[src/rtl/fuzzy_mmio_regs.sv]
// rtl/fuzzy_mmio_regs.sv - MMIO register file and single-evaluation sequencer for the fuzzy core
module fuzzy_mmio_regs #(
   parameter int DATA_W  = 8,
   parameter int TIMEOUT = 16
) (
   input  logic              clk,
   input  logic              rst,
   input  logic              cs,
   input  logic              rd,
   input  logic              wr,
   input  logic [7:0]        addr,
   input  logic [DATA_W-1:0] wdata,
   output logic [DATA_W-1:0] rdata,
   output logic              core_start,
   output logic [DATA_W-1:0] core_T,
   output logic [DATA_W-1:0] core_dT,
   output logic              core_reg_mode,
   output logic              core_dt_mode,
   input  logic              core_done,
   input  logic [DATA_W-1:0] core_G
);

   localparam int CNT_W = $clog2(TIMEOUT + 1);
   localparam logic [CNT_W-1:0] CNT_LAST = CNT_W'(TIMEOUT - 1);

   localparam logic [7:0] A_STATUS = 8'h00;
   localparam logic [7:0] A_CTRL   = 8'h01;
   localparam logic [7:0] A_T      = 8'h02;
   localparam logic [7:0] A_DT     = 8'h03;
   localparam logic [7:0] A_G      = 8'h04;

   typedef enum logic [1:0] {
      S_IDLE  = 2'd0,
      S_ISSUE = 2'd1,
      S_WAIT  = 2'd2
   } state_t;

   state_t             state;
   logic [CNT_W-1:0]   wait_cnt;
   logic [DATA_W-1:0]  t_reg;
   logic [DATA_W-1:0]  dt_reg;
   logic [DATA_W-1:0]  t_prev;
   logic [DATA_W-1:0]  g_reg;
   logic               valid;
   logic               err;
   logic               dt_mode;
   logic               reg_mode;

   logic               wr_en;
   logic               ctrl_wr;
   logic               do_init;
   logic               do_start;
   logic               busy;
   logic [DATA_W:0]    diff;
   logic [DATA_W-1:0]  dt_sat;

   assign wr_en    = cs & wr;
   assign ctrl_wr  = wr_en && (addr == A_CTRL);
   assign do_init  = ctrl_wr & wdata[3];
   assign do_start = ctrl_wr & wdata[0];
   assign busy     = (state != S_IDLE);

   // Sign-extend both operands by one bit so the difference never wraps, then clamp
   // to the DATA_W signed range when the top two bits disagree.
   assign diff   = {t_reg[DATA_W-1], t_reg} - {t_prev[DATA_W-1], t_prev};
   assign dt_sat = (diff[DATA_W] != diff[DATA_W-1])
                   ? {diff[DATA_W], {(DATA_W-1){~diff[DATA_W]}}}
                   : diff[DATA_W-1:0];

   // Registers, launch sequencer and timeout counter; INIT overrides everything else in the CTRL write.
   always_ff @(posedge clk) begin
      if (rst) begin
         state         <= S_IDLE;
         wait_cnt      <= '0;
         t_reg         <= '0;
         dt_reg        <= '0;
         t_prev        <= '0;
         g_reg         <= '0;
         valid         <= 1'b0;
         err           <= 1'b0;
         dt_mode       <= 1'b0;
         reg_mode      <= 1'b0;
         core_start    <= 1'b0;
         core_T        <= '0;
         core_dT       <= '0;
         core_reg_mode <= 1'b0;
         core_dt_mode  <= 1'b0;
      end else begin
         core_start <= 1'b0;

         if (wr_en && (addr == A_T))
            t_reg <= wdata;
         if (wr_en && (addr == A_DT))
            dt_reg <= wdata;
         if (ctrl_wr) begin
            dt_mode  <= wdata[2];
            reg_mode <= wdata[1];
         end

         if (do_init) begin
            valid    <= 1'b0;
            err      <= 1'b0;
            g_reg    <= '0;
            t_prev   <= '0;
            wait_cnt <= '0;
            state    <= S_IDLE;
         end else begin
            if (do_start && busy)
               err <= 1'b1;

            case (state)
               S_IDLE: begin
                  if (do_start) begin
                     // Mode bits come from the same CTRL write that carries START.
                     valid         <= 1'b0;
                     core_T        <= t_reg;
                     core_reg_mode <= wdata[1];
                     core_dt_mode  <= wdata[2];
                     if (wdata[2]) begin
                        core_dT <= dt_sat;
                        dt_reg  <= dt_sat;
                        t_prev  <= t_reg;
                     end else begin
                        core_dT <= dt_reg;
                     end
                     core_start <= 1'b1;
                     state      <= S_ISSUE;
                  end
               end
               S_ISSUE: begin
                  wait_cnt <= '0;
                  state    <= S_WAIT;
               end
               S_WAIT: begin
                  if (core_done) begin
                     g_reg <= core_G;
                     valid <= 1'b1;
                     state <= S_IDLE;
                  end else if (wait_cnt == CNT_LAST) begin
                     err   <= 1'b1;
                     state <= S_IDLE;
                  end else begin
                     wait_cnt <= wait_cnt + 1'b1;
                  end
               end
               default: state <= S_IDLE;
            endcase
         end
      end
   end

   // Read mux; CTRL reads back only the mode bits, unmapped addresses read zero.
   always_comb begin
      rdata = '0;
      if (cs && rd) begin
         case (addr)
            A_STATUS: rdata[2:0] = {err, busy, valid};
            A_CTRL:   rdata[2:0] = {dt_mode, reg_mode, 1'b0};
            A_T:      rdata = t_reg;
            A_DT:     rdata = dt_reg;
            A_G:      rdata = g_reg;
            default:  rdata = '0;
         endcase
      end
   end

endmodule

[config.mk]
export PLATFORM = sky130hd
export DESIGN_NAME = fuzzy_mmio_regs
export DESIGN_NICKNAME = d
export VERILOG_FILES = /design/src/rtl/fuzzy_mmio_regs.sv
export SDC_FILE = /design/constraint.sdc
export NUM_CORES = 1
export LEC_CHECK = 0
export CAP_MARGIN = 10
export CORE_MARGIN = 8
export CORE_UTILIZATION = 57
export CTS_BUF_LIST = sky130_fd_sc_hd__clkbuf_16
export CTS_CLUSTER_SIZE = 20
export DETAILED_ROUTE_END_ITERATION = 7
export MAX_ROUTING_LAYER = met4
export PLACE_DENSITY = 0.95
export REMOVE_ABC_BUFFERS = 1
export SLEW_MARGIN = 0
export SYNTH_ARGS = -nofsm -noshare
export SYNTH_HDL_FRONTEND = slang
export SYNTH_SLANG_ARGS = --single-unit
export TNS_END_PERCENT = 5
[constraint.sdc]
create_clock -name clk -period 6.4 [get_ports clk]
set_clock_uncertainty 0.05 [all_clocks]
set_input_delay 1.28 -clock clk [delete_from_list [all_inputs] [get_ports clk]]
set_output_delay 1.28 -clock clk [all_outputs]
set_load 0.02 [all_outputs]
==> impl_results.md, run 1 <==
- Status: complete, no violations
- Nets: 476
- Hpwl dp: 6170 um
- I/O pin count: 57
- Global route overflow: 0
- Synth Warn #: 0
- Worst R2R Start: t_reg[0]
- Routed WL: 9140 um
- Sequential Area: 0.00124 sq mm
- Static Leak: 0.00146 uW
- Minimum clock period: 5.38 ns
- Synthesized cell area: 0.00332 sq mm
- Vias per std cell: 6.09
- RD Place Congestion: 0.894
- Busiest grt layer: met2
- Main combinational cell family by area after synthesis: simple AND/OR/NAND/NOR gates
- Pre-CTS WS: 1.12 ns
- Global-route met2 utilization: 35.8%
- Hold_sp: core_T[1]
- Compound-Gate Fraction of Synth Area: 15.9%
- Main flop type after synthesis: dfxtp_1
- Post-synthesis adder-cell area fraction: 6.48%
- Slew Limit Headroom: 33.8%
- Setup_tns: 0 ns
- Port buffer count: 56
- Met1 usage: 26.8%
- ANT cells: 0
- Crit path DAT: 4.05 ns
- Area Overhead vs Synth: 24.3%
- Mux contribution to synthesized area: 11.4%
- Post-synthesis simple-gate area fraction: 22.3%
- DR iter-0 viols: 248
- Drt first pass iters: 5
- Share of flip-flops with an asynchronous set or reset: 0%
- Area of the multi-input gates: 0.00192 sq mm
- TritonCTS Sinks: 62
- Share of cells above drive strength 1: 6.86%
- Die width: 92.3 um
- Mean Syn Cell Area: 8.49 sq um
- Fill cells: 412
- Core Rows: 27
- Worst-path fanout max: 11
- Worst setup EP type: primary output
- Synth Instances: 391
- Final ANT Viol Nets: 0
- Final period util: 84.1%
- Worst Setup Slack, final: 1.02 ns
- Peak supply drop: 0.212 mV
- Worst skew pair latency: 0.33 ns
- RSZ-0062 raised after global routing: false
- Clk buf depth: 2
- Crit path from: addr[2]
- CP required: 5.07 ns
- Vias in the first global route: 3118
- Worst Tran Pin Value: 0.986 ns
- H-tree levels: 3
- CTS resizes: 0
- Met3 usage: 4.84%
- Overall routing resource usage: 22.6%
- Clock tree from TritonCTS: built
- CORE AREA: 0.00557 sq mm
- DIE AREA: 0.00852 sq mm
- Largest net degree at the start of global routing: 42
- Startpoint types: input pin
- Per-cell routed wire length: 18.0 um
- Kind of critical path: input pin to primary output
- Clock transition at path regs: 0.05 ns
- FMAX: 0.186 GHz
- Post-synth EDFFs: 0
- Global-route wire length before repair: 15100 um
- Worst hold path class: flip-flop to flip-flop
- Die span in y: 92.3 um
- FF+latch count, synth: 62
- Unique cell type count in the Yosys netlist: 56
- Endpoints failing hold: 0
- Post-CTS Hold Buffers: 0
- Final setup vio count: 0
- CTS Root Buffer Type: clkbuf_16
- PD cells: 204 mW/mm^2
- DRC viols: 0
- Total of max-cap violations: 0
- TritonCTS Buffers: 9
- Sequential share of the synthesized area: 37.4%
- Routed via count: 3099
- XOR/XNOR share of the synthesized area: 1.58%
- Initial Utilization: 59.6%
- Post-CTS Setup Inserts: 0
- Max-slew violation count: 0
- Initial antenna violation count: 0
==> logic make-up (layout without fill, tap and decap cells) <==
kind of cell,count (synthesis),after routing
and+or+nand+nor,152,152
AOI/OAI and AO/OA,77,77
DFF,62,62
buffers and inverters,39,85
muxes,37,37
adders and majority gates,18,18
xor gates and xnor gates,6,6
==> cells in the final DEF, fill, tap and decap left out, types with 6 or more instances in the layout <==
master / instances
clkdlybuf4s50_1: 56
a2111oi_0: 6
ha_1: 10
nor3_1: 8
mux2i_1: 30
inv_1: 14
nand2_1: 40
a211oi_1: 14
clkbuf_16: 9
maj3_1: 7
a21oi_1: 27
dfxtp_1: 62
o21ai_0: 11
nor2_1: 61
mux2_2: 7
==> through the flow <==
step | power (uW) | instances | hold slack, ns | utilization (%) | cell area (sq um)
6_report | 840 | 509 | 0.396 | 74.0 | 4130
5_1_grt | 867 | 509 | 0.422 | 74.0 | 4130
4_1_cts | 842 | 509 | 0.403 | 74.0 | 4130
3_5_place_dp | 437 | 496 | 0.397 | 69.7 | 3880
3_3_place_gp | 436 | 496 | 0.388 | 69.7 | 3880
2_1_floorplan | 404 | 366 | 0.380 | - | 3210
==> power breakdown <==
part | internal (uW) | switching [uW] | total [uW]
clock network | 250 | 158 | 409
logic | 20.3 | 24.3 | 44.5
registers | 387 | 0.126 | 387
total | 657 | 183 | 840
==> synth_stat cells, types with 2 or more instances <==
cell type  number  area share (%)
a2111oi_0       6             1.6
a211o_1         2            0.53
a211oi_1       14             3.2
a21o_1          2            0.45
a21oi_1        27             4.1
a31oi_1         2            0.38
a32oi_1         4             1.1
and3_1          2            0.38
buf_2           7             1.1
buf_4           2            0.45
clkbuf_1       15             1.7
dfxtp_1        62              37
ha_1           10             3.8
inv_1          14             1.6
maj3_1          7             2.1
mux2_2          7             2.4
mux2i_1        30             9.0
nand2_1        40             4.5
nand2b_1        5            0.94
nand3_1         5            0.75
nand3b_1        3            0.68
nor2_1         61             6.9
nor2b_1         2            0.38
nor3_1          8             1.2
nor3b_1         2            0.45
nor4_1          2            0.38
o21ai_0        11             1.7
or2_1           2            0.38
or3_1           5            0.94
or4b_2          2            0.60
xnor2_1         2            0.53
xor2_1          4             1.1
==> cell type report <==
cell class	instances	area share [%]
sequential	62	30.1
multi-input combinational	290	46.6
clock buffer	9	5.46
timing repair buffer	58	13.9
tap	72	2.18
inverter	14	1.27
clock inverter	4	0.424
==> final timing paths <==
check	endpoint	slack (ns)	depth (start not counted)
worst max register to register	core_dT[1]	3.74	10
worst min-delay path	core_T[1]	0.40	2
worst max-delay path	rdata[6]	1.02	7
worst min register to register	core_T[1]	0.40	2
==> critical path, cell delays in order <==
cell,delay [ns]
clkdlybuf4s50_1,0.62
nor4_4,0.38
nand3_1,0.16
nor2_1,0.35
nand2_1,0.09
a2111oi_0,0.48
clkdlybuf4s50_1,0.70
==> per-layer routing <==
layer / wire [um] / vias to the layer above
met1: 3680 / 1420
met3: 786 / 31
met5: 0 / -
met2: 4410 / 177
li1: - / 1471
met4: 265 / 0
Note: power is estimated with default switching activity, not from simulation.
==> inputs of run 2 (changes only) <==
--- a/config.mk
+++ b/config.mk
@@ -7,12 +7,12 @@
 export LEC_CHECK = 0
 export CAP_MARGIN = 10
 export CORE_MARGIN = 8
-export CORE_UTILIZATION = 57
+export CORE_UTILIZATION = 53
 export CTS_BUF_LIST = sky130_fd_sc_hd__clkbuf_16
 export CTS_CLUSTER_SIZE = 20
 export DETAILED_ROUTE_END_ITERATION = 7
 export MAX_ROUTING_LAYER = met4
-export PLACE_DENSITY = 0.95
+export PLACE_DENSITY = 0.9
 export REMOVE_ABC_BUFFERS = 1
 export SLEW_MARGIN = 0
 export SYNTH_ARGS = -nofsm -noshare
==> constraint.sdc (replaced) <==
create_clock -name clk -period 5.08 [get_ports clk]
set_clock_uncertainty 0.05 [all_clocks]
set_input_delay 1.016 -clock clk [delete_from_list [all_inputs] [get_ports clk]]
set_output_delay 1.016 -clock clk [all_outputs]
set_load 0.02 [all_outputs]
==> impl_results.md, run 2 (same netlist as run 1, synthesis figures left out) <==
- Worst-path fanout max: 5 (was 11)
- Commonest non-fill, non-tap cells in the layout: dfxtp_1 (62), nor2_1 (61), clkdlybuf4s50_1 (56) (unchanged)
- Post-CTS Hold Buffers: 0 (unchanged)
- Hold_sp: core_dt_mode (was core_T[1])
- RSZ-0062 raised after global routing: false (unchanged)
- RD Place Congestion: 0.938 (was 0.894)
- Share of cells above drive strength 1: 7.90% (was 6.86%)
- Total of max-cap violations: 0 (unchanged)
- Initial antenna violation count: 0 (unchanged)
- Final period util: 91.9%
- Hpwl dp: 6260 um (was 6170 um)
- Nets: 479 (was 476)
- H-tree levels: 3 (unchanged)
- Pre-CTS WS: 0.471 ns (was 1.12 ns)
- TritonCTS Sinks: 62 (unchanged)
- Routed via count: 3137 (was 3099)
- Area Overhead vs Synth: 26.1% (was 24.3%)
- Post-CTS Setup Inserts: 0 (unchanged)
- Max-slew violation count: 0 (unchanged)
- CTS Root Buffer Type: clkbuf_16 (unchanged)
- Initial Utilization: 53.5% (was 59.6%)
- DRC viols: 0 (unchanged)
- WHS Endpoint: core_dt_mode (was core_T[1])
- Overall routing resource usage: 21.8% (was 22.6%)
- DR iter-0 viols: 322 (was 248)
- Clk buf depth: 2 (unchanged)
- Vias per std cell: 6.03 (was 6.09)
- Drt first pass iters: 5 (unchanged)
- Worst Tran Pin Value: 0.884 ns (was 0.986 ns)
- Core Rows: 29 (was 27)
- DP Cell Count: 504 (was 496)
- FMAX: 0.214 GHz
- Setup_tns: 0 ns (unchanged)
- Startpoint types: input pin (unchanged)
- Die span in y: 95.1 um (was 92.3 um)
- Clock tree from TritonCTS: built (unchanged)
- Vias in the first global route: 3141 (was 3118)
- Worst Setup Slack, final: 0.410 ns (was 1.02 ns)
- CP required: 4.01 ns (was 5.07 ns)
- Minimum clock period: 4.67 ns
- Fill cells: 494 (was 412)
- Global route overflow: 0 (unchanged)
- Worst setup EP type: primary output (unchanged)
- Worst reg2reg endpoint: core_dT[0] (was core_dT[1])
- Final Util: 67.5% (was 74.0%)
- Routed WL: 9280 um (was 9140 um)
- R2R Setup Slk: 2.42 ns (was 3.74 ns)
- Per-cell routed wire length: 17.8 um (was 18.0 um)
- CTS resizes: 0 (unchanged)
- Post-Layout Cell Count: 520 (was 509)
- DIE AREA: 0.00905 sq mm (was 0.00852 sq mm)
- Crit path DAT: 3.60 ns (was 4.05 ns)
- Die width: 95.1 um (was 92.3 um)
- Slew Limit Headroom: 41.1% (was 33.8%)
- Port buffer count: 56 (unchanged)
- Endpoints failing hold: 0 (unchanged)
- Worst hold stages: 2 (unchanged)
- Largest net degree at the start of global routing: 42 (unchanged)
- Worst skew pair latency: 0.33 ns (about the same)
- Global-route wire length before repair: 15100 um (about the same)
- Final setup vio count: 0 (unchanged)
- I/O pin count: 57 (unchanged)
- Clock transition at path regs: 0.05 ns (about the same)
- Peak supply drop: 0.201 mV (was 0.212 mV)
- ANT cells: 0 (unchanged)
- Final ANT Viol Nets: 0 (unchanged)
- Commonest non-fill, non-tap cell in the layout: dfxtp_1 (unchanged)
- Status: complete, no violations (unchanged)
- TritonCTS Buffers: 9 (unchanged)
- Static Leak: 0.00149 uW (was 0.00146 uW)
- CORE AREA: 0.00620 sq mm (was 0.00557 sq mm)
- PD cells: 270 mW/mm^2 (was 204 mW/mm^2)
- Kind of critical path: input pin to primary output (unchanged)
- Worst hold path class: flip-flop to flip-flop (unchanged)
- Worst R2R Start: t_reg[0] (unchanged)
- R2R depth: 10 (unchanged)
-- run 2: cell count changes in the layout (fill, tap and decap cells not counted) --
cell / change
nor4_2: +1
bufinv_16: +1
buf_4: +3
inv_1: +1
clkinv_2: +1
nor4_4: -1
-- run 2: worst max-delay path, stage by stage --
cell and delay [ns]:
clkdlybuf4s50_1 0.46, nor4_4 0.32, nand3_1 0.16, nor2_1 0.34, nand2_1 0.10, a2111oi_0 0.49, clkdlybuf4s50_1 0.70
-- run 2: metrics by stage --
| stage | hold slack (ns) | power, uW | area [sq um] |
|---|---|---|---|
| after floorplan | 0.380 | 510 | 3210 |
| after global placement | 0.389 | 551 | 3900 |
| after detailed placement | 0.395 | 552 | 3900 |
| after CTS | 0.402 | 1130 | 4190 |
| after global routing | 0.434 | 1160 | 4190 |
| final | 0.398 | 1130 | 4190 |
-- run 2: layer usage --
layer	part of all wire (%)	wire (um)	track usage [%]	vias to the layer above
li1	-	-	-	1483
met1	40	3750	24.6	1497
met2	51	4750	36.0	133
met3	6.3	582	4.41	24
met4	2.1	196	10.4	0
met5	0	0	-	-
-- run 2: how the worst max path moves through the flow --
stage | start | to | slack (ns) | cells past startpoint
global placement | addr[7] | rdata[3] | 0.55 | 7
floorplan | addr[7] | rdata[4] | 0.98 | 3
CTS | addr[3] | rdata[7] | 0.44 | 7
detailed placement | addr[7] | rdata[7] | 0.47 | 5
global route | addr[3] | rdata[7] | 0.26 | 7
finish | addr[3] | rdata[7] | 0.41 | 7
-- run 2: final cells by class --
class                      count  area, sq um  area share (%)
clock buffer                   9          225            5.38
inverter                      14         52.6            1.26
clock inverter                 7         56.3            1.35
tap                           77         96.3            2.30
sequential                    62         1240            29.7
timing repair buffer          61          598            14.3
multi-input combinational    290         1920            45.8
-- run 2: where the power goes --
| group | internal [uW] | switching (uW) | total [uW] |
|---|---|---|---|
| Sequential | 487 | 0.158 | 487 |
| Combinational | 26.5 | 29.7 | 56.2 |
| Clock | 371 | 216 | 587 |
| Total | 884 | 245 | 1130 |
